[src/rtl/button_debounce_pkg.sv]
// Shared types and sizing helpers for the push-button debouncer.
package button_debounce_pkg;

  typedef enum logic [1:0] {
    REL        = 2'd0,
    PRESS_WAIT = 2'd1,
    PRS        = 2'd2,
    REL_WAIT   = 2'd3
  } db_state_e;

  // Bits needed to count 0..n-1; never narrower than one bit.
  function automatic int cnt_width(input int n);
    return (n <= 2) ? 1 : $clog2(n);
  endfunction

endpackage

[src/rtl/sync_2ff.sv]
// Two-flop synchroniser for asynchronous pad inputs, with a selectable reset level.
module sync_2ff #(
  parameter logic RST_VAL = 1'b0
) (
  input  logic clk,
  input  logic rst_n,
  input  logic d,
  output logic q
);

  logic meta;

  always_ff @(posedge clk) begin
    if (!rst_n) begin
      meta <= RST_VAL;
      q    <= RST_VAL;
    end else begin
      meta <= d;
      q    <= meta;
    end
  end

endmodule

[src/rtl/button_debounce.sv]
// Push-button debouncer: sync, stability filter, level plus rise/fall pulses.
// Define BUTTON_DEBOUNCE_LONG_PRESS_EN to build the long_press hold detector.
module button_debounce
  import button_debounce_pkg::*;
#(
  parameter int DEBOUNCE_CYCLES   = 1000000,
  parameter bit ACTIVE_HIGH       = 1'b1,
  parameter int LONG_PRESS_CYCLES = 100000000
) (
  input  logic clk,
  input  logic rst_n,
  input  logic button_in,
  output logic btn_level,
  output logic btn_rise,
  output logic btn_fall,
  output logic long_press
);

  localparam int            CW       = cnt_width(DEBOUNCE_CYCLES);
  localparam logic [CW-1:0] CNT_LAST = CW'(DEBOUNCE_CYCLES - 1);

  logic          pad_sync;
  logic          s;
  db_state_e     state, state_d;
  logic [CW-1:0] cnt, cnt_d;
  logic          level_d, rise_d, fall_d;

  sync_2ff #(
    .RST_VAL (ACTIVE_HIGH ? 1'b0 : 1'b1)
  ) u_sync (
    .clk   (clk),
    .rst_n (rst_n),
    .d     (button_in),
    .q     (pad_sync)
  );

  assign s = ACTIVE_HIGH ? pad_sync : ~pad_sync;

  // Counter defaults to zero so every entry into a wait state starts fresh.
  always_comb begin
    state_d = state;
    cnt_d   = '0;
    level_d = btn_level;
    rise_d  = 1'b0;
    fall_d  = 1'b0;
    case (state)
      REL: begin
        if (s) state_d = PRESS_WAIT;
      end
      PRESS_WAIT: begin
        if (!s) begin
          state_d = REL;
        end else if (cnt == CNT_LAST) begin
          state_d = PRS;
          level_d = 1'b1;
          rise_d  = 1'b1;
        end else begin
          cnt_d = cnt + 1'b1;
        end
      end
      PRS: begin
        if (!s) state_d = REL_WAIT;
      end
      REL_WAIT: begin
        if (s) begin
          state_d = PRS;
        end else if (cnt == CNT_LAST) begin
          state_d = REL;
          level_d = 1'b0;
          fall_d  = 1'b1;
        end else begin
          cnt_d = cnt + 1'b1;
        end
      end
      default: state_d = REL;
    endcase
  end

  always_ff @(posedge clk) begin
    if (!rst_n) begin
      state     <= REL;
      cnt       <= '0;
      btn_level <= 1'b0;
      btn_rise  <= 1'b0;
      btn_fall  <= 1'b0;
    end else begin
      state     <= state_d;
      cnt       <= cnt_d;
      btn_level <= level_d;
      btn_rise  <= rise_d;
      btn_fall  <= fall_d;
    end
  end

`ifdef BUTTON_DEBOUNCE_LONG_PRESS_EN
  // Hold counter parks one past the threshold so each press fires at most once.
  localparam int            HW       = cnt_width(LONG_PRESS_CYCLES + 1);
  localparam logic [HW-1:0] HOLD_HIT = HW'(LONG_PRESS_CYCLES - 1);
  localparam logic [HW-1:0] HOLD_SAT = HW'(LONG_PRESS_CYCLES);

  logic [HW-1:0] hold, hold_d;
  logic          lp_d;

  always_comb begin
    hold_d = '0;
    lp_d   = 1'b0;
    if (state == PRS) begin
      if (hold == HOLD_HIT) begin
        hold_d = HOLD_SAT;
        lp_d   = 1'b1;
      end else if (hold == HOLD_SAT) begin
        hold_d = hold;
      end else begin
        hold_d = hold + 1'b1;
      end
    end
  end

  always_ff @(posedge clk) begin
    if (!rst_n) begin
      hold       <= '0;
      long_press <= 1'b0;
    end else begin
      hold       <= hold_d;
      long_press <= lp_d;
    end
  end
`else
  // Hold threshold has no effect without the hold counter.
  logic unused_long_press_cfg;
  assign unused_long_press_cfg = (LONG_PRESS_CYCLES > 0);
  assign long_press = 1'b0;
`endif

endmodule

[config.mk]
export PLATFORM = sky130hd
export DESIGN_NAME = button_debounce
export DESIGN_NICKNAME = d
export VERILOG_FILES = /design/src/rtl/button_debounce_pkg.sv /design/src/rtl/sync_2ff.sv /design/src/rtl/button_debounce.sv
export SDC_FILE = /design/constraint.sdc
export NUM_CORES = 1
export LEC_CHECK = 0
export CELL_PAD_IN_SITES_DETAIL_PLACEMENT = 1
export CELL_PAD_IN_SITES_GLOBAL_PLACEMENT = 1
export CORE_MARGIN = 1
export CORE_UTILIZATION = 44
export CTS_BUF_LIST = sky130_fd_sc_hd__clkbuf_16
export DETAILED_ROUTE_END_ITERATION = 8
export PLACE_DENSITY_LB_ADDON = 0.1
export SETUP_SLACK_MARGIN = 0.4
export SLEW_MARGIN = 20
export SYNTH_ARGS = -nofsm -noshare
export SYNTH_HDL_FRONTEND = slang
export SYNTH_SLANG_ARGS = --single-unit
[constraint.sdc]
create_clock -name clk -period 2.4 [get_ports clk]
set_input_delay 0.6 -clock clk [delete_from_list [all_inputs] [get_ports clk]]
set_output_delay 0.6 -clock clk [all_outputs]
set_load 0.01 [all_outputs]
==> results of run 1 <==
-- registers in the layout (all words and copies together) (netlist names), named ones only --
signal,cells
btn_fall,1
btn_level,1
btn_rise,1
cnt,20
state,1
u_sync.meta,1
u_sync.q,1
-- final timing paths --
path | startpoint | endpoint | slack, ns
max | cnt[0] | cnt[5] | 0.56
min | u_sync.meta | u_sync.q | 0.45
max reg2reg | cnt[0] | cnt[5] | 0.56
min reg2reg | u_sync.meta | u_sync.q | 0.45
-- critical path, delay by kind of cell (launching register included) --
| family | cells | cell delay [ns] |
|---|---|---|
| adders and majority gates | 1 | 0.21 |
| buffers and inverters | 1 | 0.25 |
| and+or+nand+nor | 3 | 0.52 |
| AOI/OAI and AO/OA | 1 | 0.37 |
| DFF | 1 | 0.35 |
-- synth_stat cells --
master / number
dfxtp_1: 27
nor2_1: 14
nand2_1: 10
a21oi_1: 7
nand4_1: 7
o31ai_1: 7
nand3_1: 6
xor2_1: 6
and3_1: 5
xnor2_1: 5
or4_1: 4
and2_1: 3
inv_1: 3
o21ai_0: 3
or3_1: 3
and4_1: 2
and4b_1: 2
buf_2: 2
nor3_1: 2
nor4_1: 2
o211ai_1: 2
a21boi_0: 1
a21oi_2: 1
and4_2: 1
buf_4: 1
buf_6: 1
clkbuf_1: 1
conb_1: 1
ha_1: 1
nand3_2: 1
nor3b_1: 1
nor4b_1: 1
or2_4: 1
or4_4: 1
-- layer usage --
layer	track usage [%]	wire [microns]	vias to the layer above	share of wire, %
li1	-	-	504	-
met1	22.8	1180	473	46
met2	36.4	1300	6	51
met3	5.83	54	4	2.1
met4	5.13	27	0	1.1
met5	0	0	-	0
-- layout make-up --
cell class | instances | area [sq um]
inverter | 3 | 11.3
sequential | 27 | 541
clock buffer | 3 | 75.1
tap | 30 | 37.5
clock inverter | 1 | 5.00
fill | 308 | 1150
multi-input combinational | 100 | 652
timing repair buffer | 8 | 72.6
-- stage by stage --
stage / hold WS (ns) / std cells
2_1_floorplan: 0.412 / 135
3_3_place_gp: 0.421 / 168
3_5_place_dp: 0.436 / 168
4_1_cts: 0.455 / 172
5_1_grt: 0.476 / 172
6_report: 0.448 / 172
-- logic make-up after synthesis --
group / synth area share [%]
compound gates: 11.1
buf+inv: 3.62
fa+ha+maj: 1.03
simple gates: 31.3
xor+xnor: 7.96
flops: 44.7
other cells: 0.310
-- report_power, final --
| group | switching, uW | leakage [uW] | internal [uW] |
|---|---|---|---|
| Clock | 158 | 0.0000409 | 225 |
| Sequential | 1.70 | 0.000218 | 450 |
| Combinational | 4.23 | 0.000176 | 5.92 |
-- timing repair --
action / 4_1_cts / 5_1_grt
cloned: 0 / 0
endpoints found under the setup margin: 11 / 16
gates resized for setup: 1 / 2
hold buffers: 0 / 0
==> run_results.csv, run 1 <==
group,metric,value,unit
clocking,clkLatencyLatePin,0.26,ns
sta,maxSlewViolCount,0,
setup_path,critPathCaptureType,"register",
placed_design,dp_worst_setup_slack,0.400,ns
floorplanning,die_h,54.4,microns
floorplanning,dieArea,2960,sq um
synth,synthTopCellsByArea,"dfxtp_1 (45%), nor2_1 (4.3%), o31ai_1 (4.3%)",
clocking,cts_buffers,3,
placed_design,portBuffers,5,
placed_design,post_dp_cell_area,1290,sq um
power,power_density,606,nW/um^2
setup_path,cp_slowest_stage_delay,0.37,ns
floorplanning,start_util,47.5,%
sta,maxClockFrequency,0.545,GHz
sta,hold_viol_final,0,
synth,synth_area,1210,sq um
route,drtIter0Drc,12,
route,dr_total_vias,987,
clocking,path_clk_slew,0.07,ns
setup_path,critPathSlowestCell,"o31ai_4",
floorplanning,die_w,54.4,microns
setup_path,crit_arrival,1.99,ns
global_route,overflow,0,
final_layout,n_antenna_cell,0,
outcome,status,"finished clean",
synth,avgSynthCellArea,8.96,sq um
final_layout,fin_area,1390,sq um
setup_path,setup.worst_path.class,"register to register",
final_layout,area_growth,15.2,%
route,vias_per_cell,5.74,
global_route,grt_pass1_wl,4170,microns
synth,syn-instance-count,135,
synth,ys_warn_count,0,
global_route,grt_pass1_vias,958,
sta,setup_viol,0,
sta,setup_ws,0.565,ns
setup_path,crit_fanout,12,
setup_path,required,2.56,ns
floorplanning,core_area,2540,sq um
global_route,grt.total_usage,20.1,%
setup_path,start_kind,"register",
final_layout,drive_above_1_share,10.6,%
power,leakage,0.000435,uW
clocking,htreeDepth,1,
route,postRouteAntennaNets,0,
setup_path,path_cells,"ha_1 -> nand3_2 -> or2_4 -> o31ai_4 -> buf_4 -> nor2_1",
clocking,tritoncts,"yes",
final_layout,layout_commonest_cell,"dfxtp_1",
synth,yosysTopAreaCell,"dfxtp_1",
final_layout,nNetsFinal,147,
floorplanning,ios,7,
placed_design,gp_congestion,0.733,
sta,period_share,76.5,%
placed_design,hpwl,1890,microns
clocking,clock-root-buffer,"clkbuf_16",
synth,syn_nets,139,
synth,synth-seq-cells,27,
min_path,hold_class,"register to register",
setup_path,reg2reg_depth,6,
final_layout,final_cell_mix,"dfxtp_1 (27), nor2_1 (14), nand2_1 (10)",
sta,setup_tns,0,ns
power,total_power,845,uW
clocking,cts_buffer_depth,2,
route,wl,2560,microns
clocking,cts_num_sinks,27,
final_layout,fin_util,54.8,%
synth,yosys.cell_types.count,34,
route,drtPass1Iterations,3,
route,wl_per_cell,14.9,microns
global_route,grt_max_degree,16,
route,drc,0,
synth,netlist.area_leader.share,44.7,%
sta,finClkSkew,0.00444,ns
floorplanning,core.rowCount,18,
global_route,antenna_found_initial,0,
power,ir_worst_vdd,0.761,mV
sta,finalCriticalPeriod,1.84,ns
clocking,post_cts_buffers,0,
job,max_cap_violations,0,
min_path,hold_depth,1,
synth,yosysSeqAreaShare,44.7,%
sta,rsz0062_at_grt,"no",
No activity file was read; power rests on OpenSTA's default activity.
==> inputs of run 2 (changes only) <==
==> constraint.sdc (replaced) <==
create_clock -name clk -period 1.7 [get_ports clk]
set_input_delay 0.425 -clock clk [delete_from_list [all_inputs] [get_ports clk]]
set_output_delay 0.425 -clock clk [all_outputs]
set_load 0.01 [all_outputs]
==> run_results.csv, run 2 (same netlist as run 1, synthesis figures left out) <==
group,metric,value,unit
placed_design,dp_worst_setup_slack,0.0683,ns
sta,maxSlewViolCount,0,
min_path,hold_class,"register to register",
final_layout,largest_register_ffs,20,
route,wl_per_cell,21.2,microns
floorplanning,start_util,47.5,%
global_route,antenna_found_initial,0,
floorplanning,core_area,2540,sq um
route,wl,4040,microns
floorplanning,die_h,54.4,microns
route,vias_per_cell,6.27,
clocking,hold_buffers,0,
sta,setup_ws,0.0589,ns
power,ir_worst_vdd,0.994,mV
setup_path,critPathLaunch,"cnt[0]",
route,dr_total_vias,1191,
job,max_cap_violations,0,
power,leakage,0.000572,uW
route,drtPass1Iterations,4,
route,drc,0,
floorplanning,dieArea,2960,sq um
sta,finClkSkew,0.00543,ns
placed_design,hpwl,2010,microns
clocking,cts_buffers,3,
setup_path,critPathCaptureType,"register",
setup_path,reg2reg_depth,7,
clocking,cts_num_sinks,27,
setup_path,r2r_slack,0.06,ns
power,power_density,697,nW/um^2
route,drtIter0Drc,25,
sta,maxClockFrequency,0.609,GHz
global_route,grt_pass1_wl,5340,microns
setup_path,crit_fanout,6,
clocking,htreeDepth,1,
sta,finalCriticalPeriod,1.64,ns
clocking,clock-root-buffer,"clkbuf_16",
setup_path,start_kind,"register",
global_route,grt_max_degree,15,
sta,rsz0062_at_grt,"yes",
clocking,cts_buffer_depth,2,
clocking,path_clk_slew,0.07,ns
floorplanning,ios,7,
setup_path,endpoint,"cnt[18]",
sta,hold_ws,0.437,ns
clocking,clkLatencyLatePin,0.27,ns
global_route,grt.total_usage,26.8,%
final_layout,layout_commonest_cell,"buf_4",
sta,hold_viol_final,0,
floorplanning,core.rowCount,18,
final_layout,area_growth,41.2,%
outcome,status,"finished clean",
min_path,hold_depth,1,
final_layout,drive_above_1_share,41.9,%
setup_path,crit_arrival,1.79,ns
final_layout,regMostFlops,"cnt",
floorplanning,die_w,54.4,microns
placed_design,gp_congestion,0.796,
setup_path,setup.worst_path.class,"register to register",
global_route,grt_pass1_vias,1101,
clocking,tritoncts,"yes",
final_layout,nNetsFinal,165,
sta,setup_viol,0,
placed_design,portBuffers,5,
final_layout,final_cell_mix,"buf_4 (15), dfxtp_1 (13), dfxtp_2 (12)",
setup_path,required,1.85,ns
final_layout,n_antenna_cell,0,
setup_path,reg2reg_from,"cnt[0]",
route,postRouteAntennaNets,0,
sta,period_share,96.5,%
global_route,overflow,0,
setup_path,r2r-end,"cnt[18]",
[run 2: report_power, final]
group / internal (uW) / switching (uW)
sequential: 632 / 3.12
clock: 316 / 223
combinational: 9.73 / 7.56
total: 957 / 234
[run 2: metrics by stage]
step / setup TNS, ns / util [%] / instances / instance area (sq um) / power, uW
floorplan: 0 / - / 135 / 1280 / 661
global placement: 0 / 55.3 / 175 / 1410 / 666
detailed placement: 0 / 55.3 / 175 / 1410 / 667
CTS: 0 / 63.7 / 189 / 1620 / 1190
global route: -0.0127 / 67.1 / 190 / 1710 / 1210
finish: 0 / 67.1 / 190 / 1710 / 1190
[run 2: cell type report]
type | instances | area [sq um]
clock buffer | 3 | 75.1
clock inverter | 1 | 3.75
fill | 287 | 837
inverter | 3 | 11.3
multi-input combinational | 101 | 761
sequential | 27 | 563
tap | 30 | 37.5
timing repair buffer | 25 | 256
[run 2: worst min-delay path by stage]
stage	startpoint	to	slack, ns
final	u_sync.meta	u_sync.q	0.44
after floorplan	u_sync.meta	u_sync.q	0.41
after detailed placement	u_sync.meta	u_sync.q	0.42
after CTS	u_sync.meta	u_sync.q	0.44
after global placement	u_sync.meta	u_sync.q	0.41
after global routing	u_sync.meta	u_sync.q	0.45
[run 2: worst max-delay path: stages (launching register included)]
cell and delay [ns]:
dfxtp_2 0.35, ha_4 0.15, nand3_4 0.07, or2_4 0.28, o31ai_4 0.29, buf_6 0.17, clkbuf_16 0.15, a21oi_2 0.04
[run 2: layer usage]
layer  wire length (microns)  share of wire [%]  up-vias  track usage, %
met5                       0                  0        -               0
met4                     130                3.2        0            13.7
met3                     138                3.4       12            6.94
met2                    2120                 53       33            45.9
met1                    1640                 41      604            30.4
li1                        -                  -      542               -
[run 2: repair_timing]
action,in CTS,in global routing
gates cloned,2,1
gates resized for setup,19,20
pin swaps,9,3
endpoints found under the setup margin,28,26
buffers inserted,8,0
